===== config.mk =====
export PLATFORM = sky130hd
export DESIGN_NAME = gray_ptr_counter
export DESIGN_NICKNAME = d
export VERILOG_FILES = /design/src/rtl/gray_pkg.sv /design/src/rtl/bin_to_gray.sv /design/src/rtl/gray_ptr_counter.sv
export SDC_FILE = /design/constraint.sdc
export NUM_CORES = 1
export LEC_CHECK = 0
export CAP_MARGIN = 0
export CORE_MARGIN = 5
export CORE_UTILIZATION = 30
export CTS_CLUSTER_SIZE = 30
export DETAILED_ROUTE_END_ITERATION = 8
export HOLD_SLACK_MARGIN = 0.05
export PLACE_DENSITY = 0.7
export REMOVE_ABC_BUFFERS = 1
export SYNTH_ARGS = -nofsm -noshare
export SYNTH_HDL_FRONTEND = slang
export SYNTH_SLANG_ARGS = --single-unit

===== constraint.sdc =====
create_clock -name clk -period 1.63 [get_ports clk]
set_clock_uncertainty 0.05 [all_clocks]
set_input_delay 0.4075 -clock clk [delete_from_list [all_inputs] [get_ports clk]]
set_output_delay 0.4075 -clock clk [all_outputs]
set_load 0.005 [all_outputs]

===== src/rtl/gray_pkg.sv =====
// Shared Gray-code helpers for the Gray pointer counter, the Gray-to-binary decoder and the async FIFO.
// Functions work on GRAY_MAX_WIDTH-bit vectors; narrower users zero-extend and truncate.
package gray_pkg;

    localparam int GRAY_MAX_WIDTH = 32;

    function automatic logic [GRAY_MAX_WIDTH-1:0] bin2gray(input logic [GRAY_MAX_WIDTH-1:0] bin);
        return bin ^ (bin >> 1);
    endfunction

    // Each binary bit is the XOR of all Gray bits at and above it.
    function automatic logic [GRAY_MAX_WIDTH-1:0] gray2bin(input logic [GRAY_MAX_WIDTH-1:0] gray);
        logic [GRAY_MAX_WIDTH-1:0] bin;
        bin[GRAY_MAX_WIDTH-1] = gray[GRAY_MAX_WIDTH-1];
        for (int i = GRAY_MAX_WIDTH - 2; i >= 0; i--) begin
            bin[i] = bin[i+1] ^ gray[i];
        end
        return bin;
    endfunction

endpackage


===== src/rtl/bin_to_gray.sv =====
// Combinational binary-to-Gray encoder of parameterised width.
module bin_to_gray #(
    parameter int WIDTH = 4
) (
    input  logic [WIDTH-1:0] bin_i,
    output logic [WIDTH-1:0] gray_o
);

    assign gray_o = bin_i ^ (bin_i >> 1);

endmodule


===== src/rtl/gray_ptr_counter.sv =====
// Binary counter with a registered Gray-code copy, used for FIFO pointers and cross-clock counts.
// Optional macro GRAY_PTR_DOWN_EN adds a `dir` input for down-counting.
module gray_ptr_counter
    import gray_pkg::*;
#(
    parameter int              WIDTH     = 4,
    parameter logic [WIDTH-1:0] RESET_VAL = '0
) (
    input  logic             clk,
    input  logic             rst_n,
    input  logic             clear,
    input  logic             load_en,
    input  logic [WIDTH-1:0] load_bin,
    input  logic             inc_en,
`ifdef GRAY_PTR_DOWN_EN
    input  logic             dir,
`endif
    output logic [WIDTH-1:0] bin_out,
    output logic [WIDTH-1:0] gray_out,
    output logic [WIDTH-1:0] bin_next,
    output logic [WIDTH-1:0] gray_next,
    output logic             wrap
);

    localparam logic [WIDTH-1:0] RESET_GRAY =
        WIDTH'(bin2gray(GRAY_MAX_WIDTH'(RESET_VAL)));

    logic [WIDTH-1:0] bin_q;
    logic [WIDTH-1:0] gray_q;
    logic             wrap_q;
    logic [WIDTH-1:0] bin_d;
    logic [WIDTH-1:0] gray_d;
    logic             wrap_d;
    logic             down;

`ifdef GRAY_PTR_DOWN_EN
    assign down = dir;
`else
    assign down = 1'b0;
`endif

    always_comb begin
        bin_d  = bin_q;
        wrap_d = 1'b0;
        if (clear) begin
            bin_d = RESET_VAL;
        end else if (load_en) begin
            bin_d = load_bin;
        end else if (inc_en) begin
            if (down) begin
                bin_d  = bin_q - WIDTH'(1);
                wrap_d = (bin_q == '0);
            end else begin
                bin_d  = bin_q + WIDTH'(1);
                wrap_d = &bin_q;
            end
        end
    end

    // Gray is registered from the encoded next value so the output flop changes one bit per step.
    bin_to_gray #(
        .WIDTH (WIDTH)
    ) u_bin_to_gray (
        .bin_i  (bin_d),
        .gray_o (gray_d)
    );

    always_ff @(posedge clk or negedge rst_n) begin
        if (!rst_n) begin
            bin_q  <= RESET_VAL;
            gray_q <= RESET_GRAY;
            wrap_q <= 1'b0;
        end else begin
            bin_q  <= bin_d;
            gray_q <= gray_d;
            wrap_q <= wrap_d;
        end
    end

    assign bin_out   = bin_q;
    assign gray_out  = gray_q;
    assign wrap      = wrap_q;
    assign bin_next  = bin_d;
    assign gray_next = gray_d;

endmodule


==> flow_metrics.tcl, run 1 <==
set metrics [dict create \
    outcome "finished with violations" \
    failed_checks "setup timing" \
    yosysUniqueCellTypes 18 \
    syn-cell-area_um2 395 \
    dp_slack_ns -1.02 \
    finalHoldViolations 0 \
    synth-async-reset-ratio 1.00 \
    holdWs_ns 0.376 \
    critPathMaxFanout 4 \
    die_w_um 46.3 \
    fill_cells 105 \
    synth_area_leaders "dfrtp_1 51%, xnor2_1 8.9%, mux2i_1 5.1%" \
    stdcell_count 90 \
    row_count 13 \
    synth_top_cell_area_share 0.506 \
    crit_buf_inv 1 \
    irDropWorstVdd_v 0.000497 \
    netlist_instances 34 \
    hp-class "input port to async pin" \
    synth_flop_cell "dfrtp_1" \
    die_area_mm2 0.00214 \
    synth_area_per_cell_um2 11.6 \
    antenna_found_initial 0 \
    wirelength_mm 1.21 \
    place_inst 80 \
    postRouteAntennaNets 0 \
    die_h_um 46.3 \
    grt_max_degree 9 \
    root_buffer "clkbuf_4" \
    post-route-period-util 1.34 \
    netlist_top_cells_count "8 x dfrtp_1, 4 x xnor2_1, 3 x inv_1" \
    wl_per_cell_um 13.4 \
    h-tree-depth 1 \
    synth.most_common_cell "dfrtp_1" \
    leakage_nw 0.433 \
    fin_crit_ns 2.18 \
    port_buffers 25 \
    endpoint_kind "output pin" \
    clock_latency_ns 0.25 \
    area_delta_synth_final_pct 112 \
    synth_seq_cells 8 \
    drive_above_1_share 0.520 \
    start_kind "flop" \
    relSlewSlack 0.773 \
    initial_core_util 0.312 \
    vias 381 \
    cap_violations 0 \
    yosys.area.top_type "dfrtp_1" \
    fmax_mhz 458 \
    drv_slew 0 \
    overflow 0 \
    avgViaCountPerCell 4.23 \
    final.setup.worst_slack_ns -0.553 \
    gp_congestion 0.645 \
    path_clk_slew_ns 0.05 \
    n_antenna_cell 0 \
    io_pins 26 \
    grt_first_pass_wirelength_mm 1.94 \
    cts_tree "built" \
    worst_pin_slew_ns 0.336 \
    hpwl_um 869 \
    ys_seq_area_frac 0.506 \
    finalSetupViolCount 8 \
    rsz0062_at_grt "true" \
    powerDensity_mw_per_mm2 712 \
    track_usage 0.136 \
    cts_hold_buf 0 \
    critPathTopFamily "multiplexers" \
    synth_edf_count 0 \
    drtIter0Drc 2 \
    crit_path_max_incr_delay_ns 0.40 \
    cts_sinks 8 \
    arrival_ns 1.73 \
    worstPathRequired_ns 1.17 \
    numCtsBuffers 3 \
    drc_errors 0 \
    first_global_vias 436 \
    fin_setup_tns_ns -3.35 \
    worst-setup-path-type "flop to output pin" \
    nets 87 \
    dr.pass1.iters 3 \
    clock_path_buffers 2 \
    core_mm2 0.00127 \
    cp_slowest_cell "dfrtp_1" \
    synth_warnings 0 \
    path_cells "ha_4, mux2_4, mux2i_4, nor2_4, xor2_2, buf_2" \
]
## logic make-up (layout without fill, tap and decap cells)
logic type	count (synthesis)	in the layout	share of synthesized area
adder cells (fa/ha/maj)	1	1	0.0316
buffers and inverters	6	47	0.0949
AO/OA/AOI/OAI	4	4	0.0665
flip-flops	8	8	0.506
multiplexers	3	3	0.0791
XOR/XNOR	6	6	0.133
AND/OR/NAND/NOR	6	6	0.0886
## cell usage in the layout (no fill, tap or decap), types with 2 or more instances in the layout
cell and n:
clkdlybuf4s50_1 9, a21oi_1 2, xnor2_2 3, buf_4 12, dfrtp_1 8, buf_2 4
buf_6 6, inv_1 2, clkbuf_4 3, dlygate4sd2_1 8
## flip-flops by register name, indices dropped and copies added (netlist names)
| name | count |
|---|---|
| wrap | 1 |
| gray_out | 3 |
| bin_out | 4 |
## timing repair
item                       4_1_cts  5_1_grt
buffers inserted                 8        2
setup endpoints to repair       13        9
pin swaps                       11        5
resized for setup               49       11
hold endpoints to repair         0        0
cloned                           0        0
## through the flow
| step | area (um^2) | total power, W | utilization |
|---|---|---|---|
| 4_1_cts | 806 | 0.000588 | 0.635 |
| 6_report | 838 | 0.000597 | 0.661 |
| 3_3_place_gp | 706 | 0.000416 | 0.556 |
| 5_1_grt | 838 | 0.000635 | 0.661 |
| 2_1_floorplan | 369 | 0.000279 | - |
| 3_5_place_dp | 706 | 0.000417 | 0.556 |
## where the power goes
part	switching (W)	internal [W]
Clock	0.0000639	0.0000840
Sequential	0.0000114	0.000218
Combinational	0.0000823	0.000137
## layout make-up
type | instances | area [um^2] | area share
Multi-Input combinational cell | 20 | 231 | 0.276
Inverter | 3 | 11.3 | 0.0134
Tap cell | 15 | 18.8 | 0.0224
Clock buffer | 3 | 22.5 | 0.0269
Sequential cell | 8 | 200 | 0.239
Timing Repair Buffer | 41 | 354 | 0.422
## layer usage
| metal | GRT usage | share of wire | vias to the layer above |
|---|---|---|---|
| li1 | - | - | 191 |
| met5 | 0 | 0 | - |
| met1 | 0.144 | 0.34 | 174 |
| met3 | 0.0391 | 0.075 | 2 |
| met4 | 0.0852 | 0.019 | 0 |
| met2 | 0.234 | 0.57 | 14 |
## worst paths after layout
check,slack (ns),startpoint,cells past startpoint,endpoint
worst max-delay path,-0.55,bin_out[0]$_DFF_PN0_,6,gray_next[0]
worst min-delay path,0.38,rst_n,1,bin_out[2]$_DFF_PN0_
worst max register to register,0.03,bin_out[0]$_DFF_PN0_,6,gray_out[1]$_DFF_PN0_
worst min register to register,0.64,bin_out[3]$_DFF_PN0_,3,wrap$_DFF_PN0_
max in group asynchronous,0.90,rst_n,1,gray_out[0]$_DFF_PN0_
min in group clk,0.62,clear,2,bin_out[1]$_DFF_PN0_
Note: power is estimated with default switching activity, not from simulation.
==> run 2: changes to the inputs <==
- CORE_AREA: unset -> 5 5 42 44
- CORE_MARGIN: 5 -> unset
- CORE_UTILIZATION: 30 -> unset
- CTS_BUF_LIST: unset -> sky130_fd_sc_hd__clkbuf_8
- DIE_AREA: unset -> 0 0 47 49
- PLACE_DENSITY: 0.7 -> 0.69
==> run 2 against run 1 <==
  * The flow still finishes with violations (setup timing)
  * Sequential power is essentially flat
  * Die area grew 7.4%
  * First-iteration DRC count shrank 50%
  * Register-to-register slack gained 0.02 ns
  * Largest cell class unchanged
  * Combinational power shrank 7%
  * Cell count grew 3.3%
  * Largest power group unchanged
  * Non-clock buffer count grew 2
  * Worst setup slack gained 0.026 ns
  * Maximum frequency grew 1.2%
  * Wire length shrank 8.9%
  * Via count grew 0.26%
==> flow_metrics.tcl, run 2 (synthesis results as in run 1) <==
set metrics [dict create \
    die_w_um 47 \
    clock_latency_ns 0.22 \
    wirelength_mm 1.10 \
    drv_slew 0 \
    drc_errors 0 \
    dr.pass1.iters 2 \
    grt_first_pass_wirelength_mm 1.79 \
    relSlewSlack 0.768 \
    powerDensity_mw_per_mm2 800 \
    cts_tree "built" \
    avgViaCountPerCell 4.11 \
    fmax_mhz 464 \
    worst_pin_slew_ns 0.348 \
    n_antenna_cell 0 \
    critPathMaxFanout 3 \
    seq_area_um2 200 \
    cap_violations 0 \
    arrival_ns 1.70 \
    hp-class "input port to async pin" \
    place_inst 83 \
    area_delta_synth_final_pct 109 \
    nets 89 \
    outcome "finished with violations" \
    failed_checks "setup timing" \
    endpoint_kind "output pin" \
    vias 382 \
    post-route-period-util 1.32 \
    multiInputGateArea_um2 199 \
    drive_above_1_share 0.455 \
    postRouteAntennaNets 0 \
    start_kind "flop" \
    hpwl_um 803 \
    h-tree-depth 1 \
    finalHoldViolations 0 \
    antenna_found_initial 0 \
    rsz0062_at_grt "true" \
    core_mm2 0.00140 \
    io_pins 26 \
    die_area_mm2 0.00230 \
    stdcell_count 93 \
    clock_path_buffers 2 \
    final_cell_mix "18 x buf_4, 10 x dlygate4sd2_1, 9 x clkdlybuf4s50_1" \
    row_count 14 \
    fin_crit_ns 2.16 \
    overflow 0 \
    leakage_nw 0.436 \
    holdWs_ns 0.409 \
    track_usage 0.106 \
    largest_reg_flops 4 \
    grt_max_degree 9 \
    root_buffer "clkbuf_8" \
    port_buffers 25 \
    layout_commonest_cell "buf_4" \
    die_h_um 49 \
    drtIter0Drc 1 \
    numCtsBuffers 3 \
    irDropWorstVdd_v 0.000471 \
    cts_sinks 8 \
    final.setup.worst_slack_ns -0.527 \
    first_global_vias 442 \
    fill_cells 130 \
    worstPathRequired_ns 1.17 \
    path_clk_slew_ns 0.04 \
    worst-setup-path-type "flop to output pin" \
    wl_per_cell_um 11.8 \
    gp_congestion 0.651 \
    finalSetupViolCount 8 \
    initial_core_util 0.282 \
    cts_hold_buf 0 \
]
==> run 2: cell type report <==
| cell class | instances | share of cell area |
|---|---|---|
| Multi-Input combinational cell | 20 | 0.241 |
| Inverter | 3 | 0.0136 |
| Clock buffer | 3 | 0.0500 |
| Tap cell | 16 | 0.0242 |
| Timing Repair Buffer | 43 | 0.429 |
| Sequential cell | 8 | 0.242 |
==> run 2: power by group <==
part	total [W]	internal (W)	switching, W
clock	0.000227	0.000159	0.0000683
sequential	0.000228	0.000218	0.00000952
combinational	0.000205	0.000130	0.0000754
==> run 2: worst max-delay path, cell delays in order, from the launching register on <==
cell	delay, ns
dfrtp_1	0.40
ha_4	0.25
mux2_4	0.25
mux2i_1	0.16
nor2_2	0.09
xor2_1	0.19
buf_2	0.14
==> run 2: per-layer routing <==
| layer | global-route usage | wire (um) | vias to the layer above |
|---|---|---|---|
| met2 | 0.163 | 579 | 12 |
| met5 | 0 | 0 | - |
| li1 | - | - | 195 |
| met1 | 0.128 | 436 | 175 |
| met4 | 0.0553 | 0 | 0 |
| met3 | 0.0295 | 84 | 0 |
==> run 2: worst paths after layout <==
path                                       from                    end  slack (ns)  cells past startpoint
min                                       rst_n  gray_out[0]$_DFF_PN0_        0.41                      1
max in group asynchronous                 rst_n  gray_out[2]$_DFF_PN0_        0.87                      1
max reg2reg                bin_out[0]$_DFF_PN0_  gray_out[1]$_DFF_PN0_        0.05                      6
min in group clk           bin_out[3]$_DFF_PN0_         wrap$_DFF_PN0_        0.62                      3
min reg2reg                bin_out[3]$_DFF_PN0_         wrap$_DFF_PN0_        0.62                      3
max                        bin_out[0]$_DFF_PN0_           gray_next[0]       -0.53                      6
==> run 2: through the flow <==
step	setup TNS [ns]	cell area (um^2)	util	power (W)	setup WS (ns)
CTS	-3.40	816	0.582	0.000667	-0.542
global placement	-8.25	722	0.515	0.000421	-1.01
floorplan	-0.481	369	-	0.000279	-0.232
global route	-3.96	826	0.589	0.000702	-0.629
finish	-3.34	826	0.589	0.000660	-0.527
detailed placement	-8.23	722	0.515	0.000422	-1.01
==> run 2: timing repair <==
item                                    CTS  global route
pin swaps                                11             7
resized for setup                        39             2
endpoints found under the setup margin   13             9
setup buffers                             8             1
